===== src/rtl/uart_tx_pkg.sv =====
// Shared types and elaboration-time helpers for the UART transmitter.
package uart_tx_pkg;

  typedef enum logic [1:0] {
    IDLE  = 2'd0,
    START = 2'd1,
    DATA  = 2'd2,
    STOP  = 2'd3
  } state_t;

  // Clocks per serial bit; truncating division, so the real baud rounds up slightly.
  function automatic int calc_ticks(input int clock_hz, input int baud);
    return clock_hz / baud;
  endfunction

  // Width of the bit-tick counter (0..ticks-1). The floor of 1 keeps degenerate
  // ticks values elaborating; real builds must have ticks >= 2.
  function automatic int calc_cnt_width(input int ticks);
    return (ticks > 1) ? $clog2(ticks) : 1;
  endfunction

endpackage


===== src/rtl/uart_tx_if.sv =====
// Byte-source side of the transmitter: request/data in, status and serial line out.
interface uart_tx_if;
  logic       Start_i;
  logic [7:0] Data_i;
  logic       Busy_o;
  logic       Done_o;
  logic       Tx_o;

  modport master (output Start_i, output Data_i, input Busy_o, input Done_o, input Tx_o);
  modport slave  (input Start_i, input Data_i, output Busy_o, output Done_o, output Tx_o);
endinterface


===== src/rtl/uart_tx_strobe_generator_ticks.sv =====
// Bit-period timer: counts 0..TICKS-1 while enabled and flags the last cycle of each bit.
module strobe_generator_ticks
  import uart_tx_pkg::*;
#(
  parameter int TICKS = 10
) (
  input  logic Clock,
  input  logic Reset,
  input  logic Enable,
  output logic Strobe
);

  localparam int            CW   = calc_cnt_width(TICKS);
  localparam logic [CW-1:0] LAST = CW'(TICKS - 1);
  localparam logic [CW-1:0] PRE  = CW'(TICKS - 2);

  logic [CW-1:0] count;

  // Count while enabled, park at zero otherwise; Strobe is set one cycle ahead so it
  // is a flop that is high exactly while count == LAST.
  always_ff @(posedge Clock or negedge Reset) begin
    if (!Reset) begin
      count  <= '0;
      Strobe <= 1'b0;
    end else if (Enable) begin
      count  <= (count == LAST) ? '0 : count + 1'b1;
      Strobe <= (count == PRE);
    end else begin
      count  <= '0;
      Strobe <= 1'b0;
    end
  end

endmodule


===== src/rtl/uart_tx.sv =====
// 8N1 UART transmitter with Busy/Done handshake that allows zero-gap frame chaining.
//
// state | meaning
// IDLE  | line high, waiting for Start_i
// START | driving the start bit (low) for one bit period
// DATA  | shifting out 8 data bits, LSB first
// STOP  | driving the stop bit (high); Done_o in its last cycle, may chain a new byte
module uart_tx
  import uart_tx_pkg::*;
#(
  parameter int CLOCK_HZ = 1_000_000,
  parameter int BAUD     = 100_000
) (
  input  logic     Clock,
  input  logic     Reset,
  uart_tx_if.slave bus
);

  localparam int TICKS = calc_ticks(CLOCK_HZ, BAUD);

  state_t     state;
  logic [7:0] shift;
  logic [2:0] bit_idx;
  logic       tick;

  // The timer only runs during a frame; it is parked at zero in IDLE so a fresh
  // frame always starts a full bit period, and it wraps to zero on a chained start.
  strobe_generator_ticks #(.TICKS(TICKS)) StrobeGeneratorTicks_inst (
    .Clock  (Clock),
    .Reset  (Reset),
    .Enable (bus.Busy_o),
    .Strobe (tick)
  );

  // Last stop-bit cycle: decode of two flops (state and the registered strobe).
  assign bus.Done_o = (state == STOP) && tick;

  // Frame sequencer with registered Tx/Busy; a request is taken in IDLE or in the Done cycle.
  always_ff @(posedge Clock or negedge Reset) begin
    if (!Reset) begin
      state      <= IDLE;
      shift      <= '0;
      bit_idx    <= '0;
      bus.Tx_o   <= 1'b1;
      bus.Busy_o <= 1'b0;
    end else begin
      case (state)
        IDLE: begin
          if (bus.Start_i) begin
            shift      <= bus.Data_i;
            bit_idx    <= '0;
            bus.Tx_o   <= 1'b0;
            bus.Busy_o <= 1'b1;
            state      <= START;
          end
        end
        START: begin
          if (tick) begin
            bus.Tx_o <= shift[0];
            state    <= DATA;
          end
        end
        DATA: begin
          if (tick) begin
            if (bit_idx == 3'd7) begin
              bus.Tx_o <= 1'b1;
              state    <= STOP;
            end else begin
              shift    <= {1'b0, shift[7:1]};
              bus.Tx_o <= shift[1];
              bit_idx  <= bit_idx + 3'd1;
            end
          end
        end
        STOP: begin
          if (tick) begin
            if (bus.Start_i) begin
              shift    <= bus.Data_i;
              bit_idx  <= '0;
              bus.Tx_o <= 1'b0;
              state    <= START;
            end else begin
              bus.Busy_o <= 1'b0;
              state      <= IDLE;
            end
          end
        end
        default: begin
          bus.Tx_o   <= 1'b1;
          bus.Busy_o <= 1'b0;
          state      <= IDLE;
        end
      endcase
    end
  end

endmodule


===== src/flat_wrapper.sv =====
// flat-port wrapper written by rule: the top's interface ports become plain ports
module uart_tx_flat import uart_tx_pkg::*;
#(
  parameter int CLOCK_HZ = 1_000_000,
  parameter int BAUD     = 100_000
)
  (Clock, Reset, bus_Start_i, bus_Data_i, bus_Busy_o, bus_Done_o, bus_Tx_o);
  uart_tx_if bus_i ();
  input  logic Clock;
  input  logic Reset;
  input wire logic [$bits(bus_i.Start_i)-1:0] bus_Start_i;
  input wire logic [$bits(bus_i.Data_i)-1:0] bus_Data_i;
  output wire logic [$bits(bus_i.Busy_o)-1:0] bus_Busy_o;
  output wire logic [$bits(bus_i.Done_o)-1:0] bus_Done_o;
  output wire logic [$bits(bus_i.Tx_o)-1:0] bus_Tx_o;
  assign bus_i.Start_i = bus_Start_i;
  assign bus_i.Data_i = bus_Data_i;
  assign bus_Busy_o = bus_i.Busy_o;
  assign bus_Done_o = bus_i.Done_o;
  assign bus_Tx_o = bus_i.Tx_o;
  uart_tx #(.CLOCK_HZ(CLOCK_HZ), .BAUD(BAUD)) u_core (.Clock(Clock), .Reset(Reset), .bus(bus_i));
endmodule

===== config.mk =====
export PLATFORM = sky130hd
export DESIGN_NAME = uart_tx_flat
export DESIGN_NICKNAME = d
export VERILOG_FILES = /design/src/rtl/uart_tx_pkg.sv /design/src/rtl/uart_tx_if.sv /design/src/rtl/uart_tx_strobe_generator_ticks.sv /design/src/rtl/uart_tx.sv /design/src/flat_wrapper.sv
export SDC_FILE = /design/constraint.sdc
export NUM_CORES = 1
export LEC_CHECK = 0
export ABC_AREA = 1
export CAP_MARGIN = 25
export CORE_MARGIN = 3
export CORE_UTILIZATION = 40
export CTS_BUF_LIST = sky130_fd_sc_hd__clkbuf_8
export DETAILED_ROUTE_END_ITERATION = 8
export SETUP_SLACK_MARGIN = 0.2
export SLEW_MARGIN = 30
export SYNTH_ARGS = -nofsm -noshare
export SYNTH_HDL_FRONTEND = slang
export SYNTH_SLANG_ARGS = --single-unit

===== constraint.sdc =====
create_clock -name Clock -period 2.1 [get_ports Clock]
set_input_delay 0.21 -clock Clock [delete_from_list [all_inputs] [get_ports Clock]]
set_output_delay 0.21 -clock Clock [all_outputs]
set_load 0.02 [all_outputs]

==> reports/metrics.cfg, run 1 <==
[outcome]
run_status=completed

[worst_setup_path]
slowest_stage=dfrtp_1
crit_buf_inv=2
cpPeakStageDelay_ns=0.42
cp.required_ns=2.30
start_kind=flip-flop
path_max_fanout=13
crit_chain=inv_1, ha_1, buf_4, nand2_1, nand2_2, nor2_4, nand3b_1, nand2_1
critPathKind=reg -> reg
cp_top_family=simple AND/OR/NAND/NOR gates
crit_top_cell=nand2_1
critPathArrivalTime_ns=1.89
endpoint_kind=flip-flop

[floorplan]
die_area_um2=3640
floorplan.rows=19
die_x_um=60.4
fp.coreArea_um2=2780
die_y_um=60.4
ioPinCount=14
initial_utilization_pct=42.5

[synthesis]
ys_ff_latch=20
yosys_warnings=0
synth_commonest_cells=nand2_1 (68), dfrtp_1 (19), nand3_1 (17)
ys_async_sr_fraction_pct=100
synthCells=158
synth_edf_count=0
synthDistinctLibCells=21
seq_area_frac_synth_pct=42.4
syn_nets=177
ys.flop_type=dfrtp_1
ys_top_cells_by_area=dfrtp_1 (40%), nand2_1 (22%), ha_1 (8.5%)
yosysTopAreaCellShare_pct=40.2
yosys.area.top_type=dfrtp_1
yosys.cell_count.top_type=nand2_1
synth_area_per_cell_um2=7.48
syn_area_um2=1180

[timing]
hold_violations=0
period_share_pct=80.4
slew_viol_final=0
clock_skew_ns=0.00164
tns_ns=0
fmax_ghz=0.592
worst_slew_pin_slew_ns=0.562
relSlewSlack_pct=62.4
final.min_clock_period_ns=1.69
setup_viol=0
rsz0062_at_grt=no

[global_route]
grt_overflow_total=0
grt_antenna_before_repair=0
grt_max_degree=14
grt_pass1_vias=946
track_usage_pct=15.6
grt_pass1_wl_mm=4.22

[drt]
final_antenna_net_count=0
num_vias=1003
finalWirelength_mm=2.52
first_pass_iters=5
wl_per_cell_um=12.4
vias_per_cell=4.92
first_iter_violations=44
drc=0

[cts]
cts.sinks=20
cts_inserted_buffers=3
cts_tree=built
clk_pin_slew_ns=0.08
clockRootBuffer=clkbuf_8
clk-insertion-delay-late_ns=0.26
cts_hold_buffers=0
clockBufferDepth=2
htreeDepth=1

[worst_hold_path]
hold_class=in -> async

[flow_run]
max_cap_viol_count=0

[final_layout]
final_core_util_pct=50.8
fin_nets=193
diodes=0
area_growth_pct=19.5
fillers=274
drive_gt1_share_pct=8.09

[place]
dp_hpwl_mm=1.83
portBuffers=13
place.gp.congestion=0.831

[power]
p_per_area_nw_per_um2=1460
ir_worst_vdd_mv=0.873
power_leakage_uw=0.000781

-- metal layers --
layer  up-vias  routed length (um)  global-route usage, %
met5         -                   0                      0
met4         0                  14                   2.85
met3         4                 143                   5.32
met2        27                1250                   26.2
met1       449                1120                   19.7
li1        523                   -                      -
-- registers in the layout, indices dropped and copies added, names as in the netlist --
register,cells
u_core.StrobeGeneratorTicks_inst.Strobe,1
u_core.StrobeGeneratorTicks_inst.count,4
u_core.bit_idx,3
u_core.bus.Busy_o,1
u_core.bus.Tx_o,1
u_core.shift,8
u_core.state,2
-- final cells by class --
class / instances / area (um^2) / share of cell area [%]
inverter: 14 / 52.6 / 3.72
clock buffer: 3 / 41.3 / 2.92
clock inverter: 1 / 30.0 / 2.13
sequential: 20 / 502 / 35.5
tap: 31 / 38.8 / 2.75
timing repair buffer: 16 / 151 / 10.7
multi-input combinational: 119 / 597 / 42.2
-- final timing paths --
check,from,end,slack (ns),depth (start not counted)
setup / recovery,u_core.state[0],u_core.bit_idx[2],0.41,8
hold / removal,Reset,u_core.state[0],0.31,1
setup reg to reg,u_core.state[0],u_core.bit_idx[2],0.41,8
hold reg to reg,u_core.bus.Tx_o,u_core.bus.Tx_o,0.47,2
max in group asynchronous,Reset,u_core.bus.Tx_o,1.16,2
min in group Clock,u_core.bus.Tx_o,u_core.bus.Tx_o,0.47,2
-- metrics by stage --
stage               instances  hold WS, ns  total power (uW)  worst slack, ns  instance area [um^2]
finish                    204        0.309              2060            0.411                  1410
global route              204        0.330              2280            0.189                  1410
CTS                       204        0.316              2070            0.304                  1410
detailed placement        200        0.457              1680            0.320                  1340
global placement          200        0.453              1640            0.362                  1340
floorplan                 158      -0.0856              1440            0.650                  1180
-- worst reg2reg max path: cells and delay by family, from the launching register on --
kind / cells / cell delay (ns)
DFF: 1 / 0.42
and+or+nand+nor: 5 / 0.66
adders and majority gates: 1 / 0.24
buffers and inverters: 2 / 0.30
-- timing repair --
action | in CTS | in global routing
gates resized for setup | 1 | 1
buffers inserted | 0 | 0
gates cloned | 0 | 0
setup endpoints to repair | 1 | 11
-- cells by family after synthesis --
logic type | count (synthesis) | synth area share [%]
buffers and inverters | 19 | 7.51
xor gates and xnor gates | 2 | 1.48
DFF | 20 | 42.4
adders and majority gates | 8 | 8.47
and+or+nand+nor | 104 | 37.6
AOI/OAI and AO/OA | 5 | 2.54
-- cell usage in the layout, fill, tap and decap left out --
cell             Yosys  final
nor3_1               2      2
o21bai_1             2      2
nand2_1             68     68
xor2_1               2      2
a21oi_1              1      1
bufinv_16            0      1
nor3b_1              1      1
clkdlybuf4s50_1      0     12
buf_4                0      3
ha_1                 8      8
nand4_1              1      1
clkbuf_8             0      3
nand3b_1             3      3
inv_1               12     12
nor2_1               9      9
nand2_2              2      2
nor2_4               1      1
inv_2                2      2
dlygate4sd2_1        0      1
nand3_2              0      1
o21ai_0              2      2
dfrtp_1             19     19
nand3_1             17     16
dfstp_2              1      1
-- where the power goes --
part / internal, uW / switching (uW)
combinational: 367 / 636
clock: 254 / 131
sequential: 554 / 114
(Power assumes the default switching activity.)
==> inputs of run 2 (changes only) <==
==> constraint.sdc (replaced) <==
create_clock -name Clock -period 1.75 [get_ports Clock]
set_input_delay 0.175 -clock Clock [delete_from_list [all_inputs] [get_ports Clock]]
set_output_delay 0.175 -clock Clock [all_outputs]
set_load 0.02 [all_outputs]
==> run 2 against run 1 <==
Register-to-register slack got worse by 0.11 ns. Count of clock-buffer cells in the layout up 1. Die area stayed put. Hold slack got worse by 0.068 ns. Combinational power rose by 30%. Largest power group unchanged.
==> reports/metrics.cfg, run 2 (same netlist as run 1, synthesis figures left out) <==
[floorplan]
floorplan.rows=19  ; unchanged
fp.coreArea_um2=2780  ; unchanged
die_y_um=60.4  ; unchanged
initial_utilization_pct=42.5  ; unchanged
die_x_um=60.4  ; unchanged
ioPinCount=14  ; unchanged
die_area_um2=3640  ; unchanged

[worst_setup_path]
path_depth=1  ; was 8
crit_chain=clkdlybuf4s50_1  ; was inv_1, ha_1, buf_4, nand2_1, nand2_2, nor2_4, nand3b_1, nand2_1
endpoint_kind=output port  ; was flip-flop
timing.rr.end=u_core.shift[4]  ; was u_core.bit_idx[2]
critPathArrivalTime_ns=1.28  ; was 1.89 ns
r2r-start=u_core.bit_idx[0]  ; was u_core.state[0]
ff2ff_path_depth=7  ; was 8
rrSetupSlack_ns=0.30  ; was 0.41 ns
critPathKind=reg -> out  ; was reg -> reg
slowest_stage=clkdlybuf4s50_1  ; was dfrtp_1
path_max_fanout=4  ; was 13
cp.required_ns=1.57  ; was 2.30 ns
cpPeakStageDelay_ns=0.62  ; was 0.42 ns
crit_buf_inv=1  ; was 2
cp_top_family=buffers and inverters  ; was simple AND/OR/NAND/NOR gates
start_kind=flip-flop  ; unchanged

[global_route]
track_usage_pct=14.7  ; was 15.6%
grt_max_degree=21  ; was 14
grt_pass1_vias=955  ; was 946
grt_overflow_total=0  ; unchanged
grt_pass1_wl_mm=3.95  ; was 4.22 mm
grt_antenna_before_repair=0  ; unchanged

[cts]
clk_pin_slew_ns=0.08  ; about the same
clk-insertion-delay-late_ns=0.26  ; about the same
htreeDepth=1  ; unchanged
cts_inserted_buffers=3  ; unchanged
cts_hold_buffers=0  ; unchanged
clockRootBuffer=clkbuf_8  ; unchanged
clockBufferDepth=2  ; unchanged
cts.sinks=20  ; unchanged
cts_tree=built  ; unchanged

[drt]
drc=0  ; unchanged
first_pass_iters=4  ; was 5
final_antenna_net_count=0  ; unchanged
finalWirelength_mm=2.52  ; about the same
first_iter_violations=42  ; was 44
num_vias=999  ; was 1,003
met1_length_mm=1.12  ; about the same
dr_wl_met3_um=105  ; was 143 um
wl_per_cell_um=12.0  ; was 12.4 um
wl_met2_mm=1.27  ; was 1.25 mm
top_layer_used=met4  ; unchanged
vias_per_cell=4.78  ; was 4.92

[timing]
slew_viol_final=0  ; unchanged
tns_ns=0  ; unchanged
rsz0062_at_grt=yes  ; was no
period_share_pct=83.0
worst_slew_pin_slew_ns=0.257  ; was 0.562 ns
final.min_clock_period_ns=1.45
fmax_ghz=0.688
clock_skew_ns=0.00808  ; was 0.00164 ns
relSlewSlack_pct=82.9  ; was 62.4%
hold_violations=0  ; unchanged
hold_ws_ns=0.241  ; was 0.309 ns
setup_viol=0  ; unchanged

[final_layout]
final_cell_mix=nand2_1 (67), nand3_1 (17), dfrtp_1 (17)  ; was nand2_1 (68), dfrtp_1 (19), nand3_1 (16)
largest_registers=u_core.shift x8, u_core.StrobeGeneratorTicks_inst.count x4, u_core.bit_idx x3  ; unchanged
drive_gt1_share_pct=14.6  ; was 8.09%
fin_cells=209  ; was 204
largest_reg_flops=8  ; unchanged
layout_commonest_cell=nand2_1  ; unchanged
fin_nets=198  ; was 193
diodes=0  ; unchanged
area_growth_pct=22.6  ; was 19.5%
largest-register=u_core.shift  ; unchanged

[place]
place.gp.congestion=0.909  ; was 0.831
place_inst=203  ; was 200
dp_hpwl_mm=1.85  ; was 1.83 mm
portBuffers=13  ; unchanged

[worst_hold_path]
hold_class=in -> async  ; unchanged

[power]
p_per_area_nw_per_um2=1700  ; was 1460 nW/um^2
power_leakage_uw=0.000789  ; was 0.000781 uW
ir_worst_vdd_mv=1.03  ; was 0.873 mV

[outcome]
run_status=completed  ; unchanged

[flow_run]
max_cap_viol_count=0  ; unchanged

==> run 2: cell count changes in the layout (fill, tap and decap cells not counted), sizes merged <==
cell and delta:
clkdlybuf4s50 -1, buf +4, clkbuf +2, nor2 +1
bufinv -1
==> run 2: metrics by stage <==
step                      instance area [um^2]  utilization (%)  setup slack [ns]  power, uW
after global placement                    1360             48.9             0.197       2020
after CTS                                 1420             51.0             0.190       2420
after floorplan                           1180                -             0.300       1730
final                                     1450             52.1             0.297       2470
after global routing                      1450             52.1             0.181       2720
after detailed placement                  1360             48.9             0.178       2060
==> run 2: repair_timing <==
| action | 4_1_cts | 5_1_grt |
|---|---|---|
| setup buffers | 0 | 1 |
| gates resized for setup | 4 | 9 |
| pin swaps | 0 | 1 |
| cloned | 0 | 1 |
| endpoints found under the setup margin | 13 | 14 |
==> run 2: final cells by class <==
type	instances	area, um^2
Clock buffer	4	55.1
Fill cell	264	1330
Inverter	14	52.6
Multi-Input combinational cell	120	623
Sequential cell	20	504
Tap cell	31	38.8
Timing Repair Buffer	20	176
==> run 2: power by group <==
part / total [uW] / internal (uW) / leakage [uW] / switching [uW]
combinational: 1300 / 519 / 0.000516 / 779
clock: 352 / 200 / 0.0000288 / 152
sequential: 821 / 670 / 0.000245 / 151
total: 2470 / 1390 / 0.000789 / 1080
==> run 2: layer usage <==
layer,vias up,global-route usage (%)
met4,0,6.33
met1,452,16.4
met2,13,24.8
met5,-,0
met3,4,5.53
li1,530,-
==> run 2: how the worst max path moves through the flow <==
| stage | from | to | slack, ns |
|---|---|---|---|
| after floorplan | u_core.state[0] | u_core.bit_idx[0] | 0.30 |
| after global placement | u_core.state[0] | bus_Done_o | 0.20 |
| after detailed placement | u_core.state[0] | bus_Done_o | 0.18 |
| after CTS | u_core.state[0] | bus_Done_o | 0.19 |
| after global routing | u_core.state[0] | u_core.shift[7] | 0.18 |
| final | u_core.bus.Busy_o | bus_Busy_o | 0.30 |
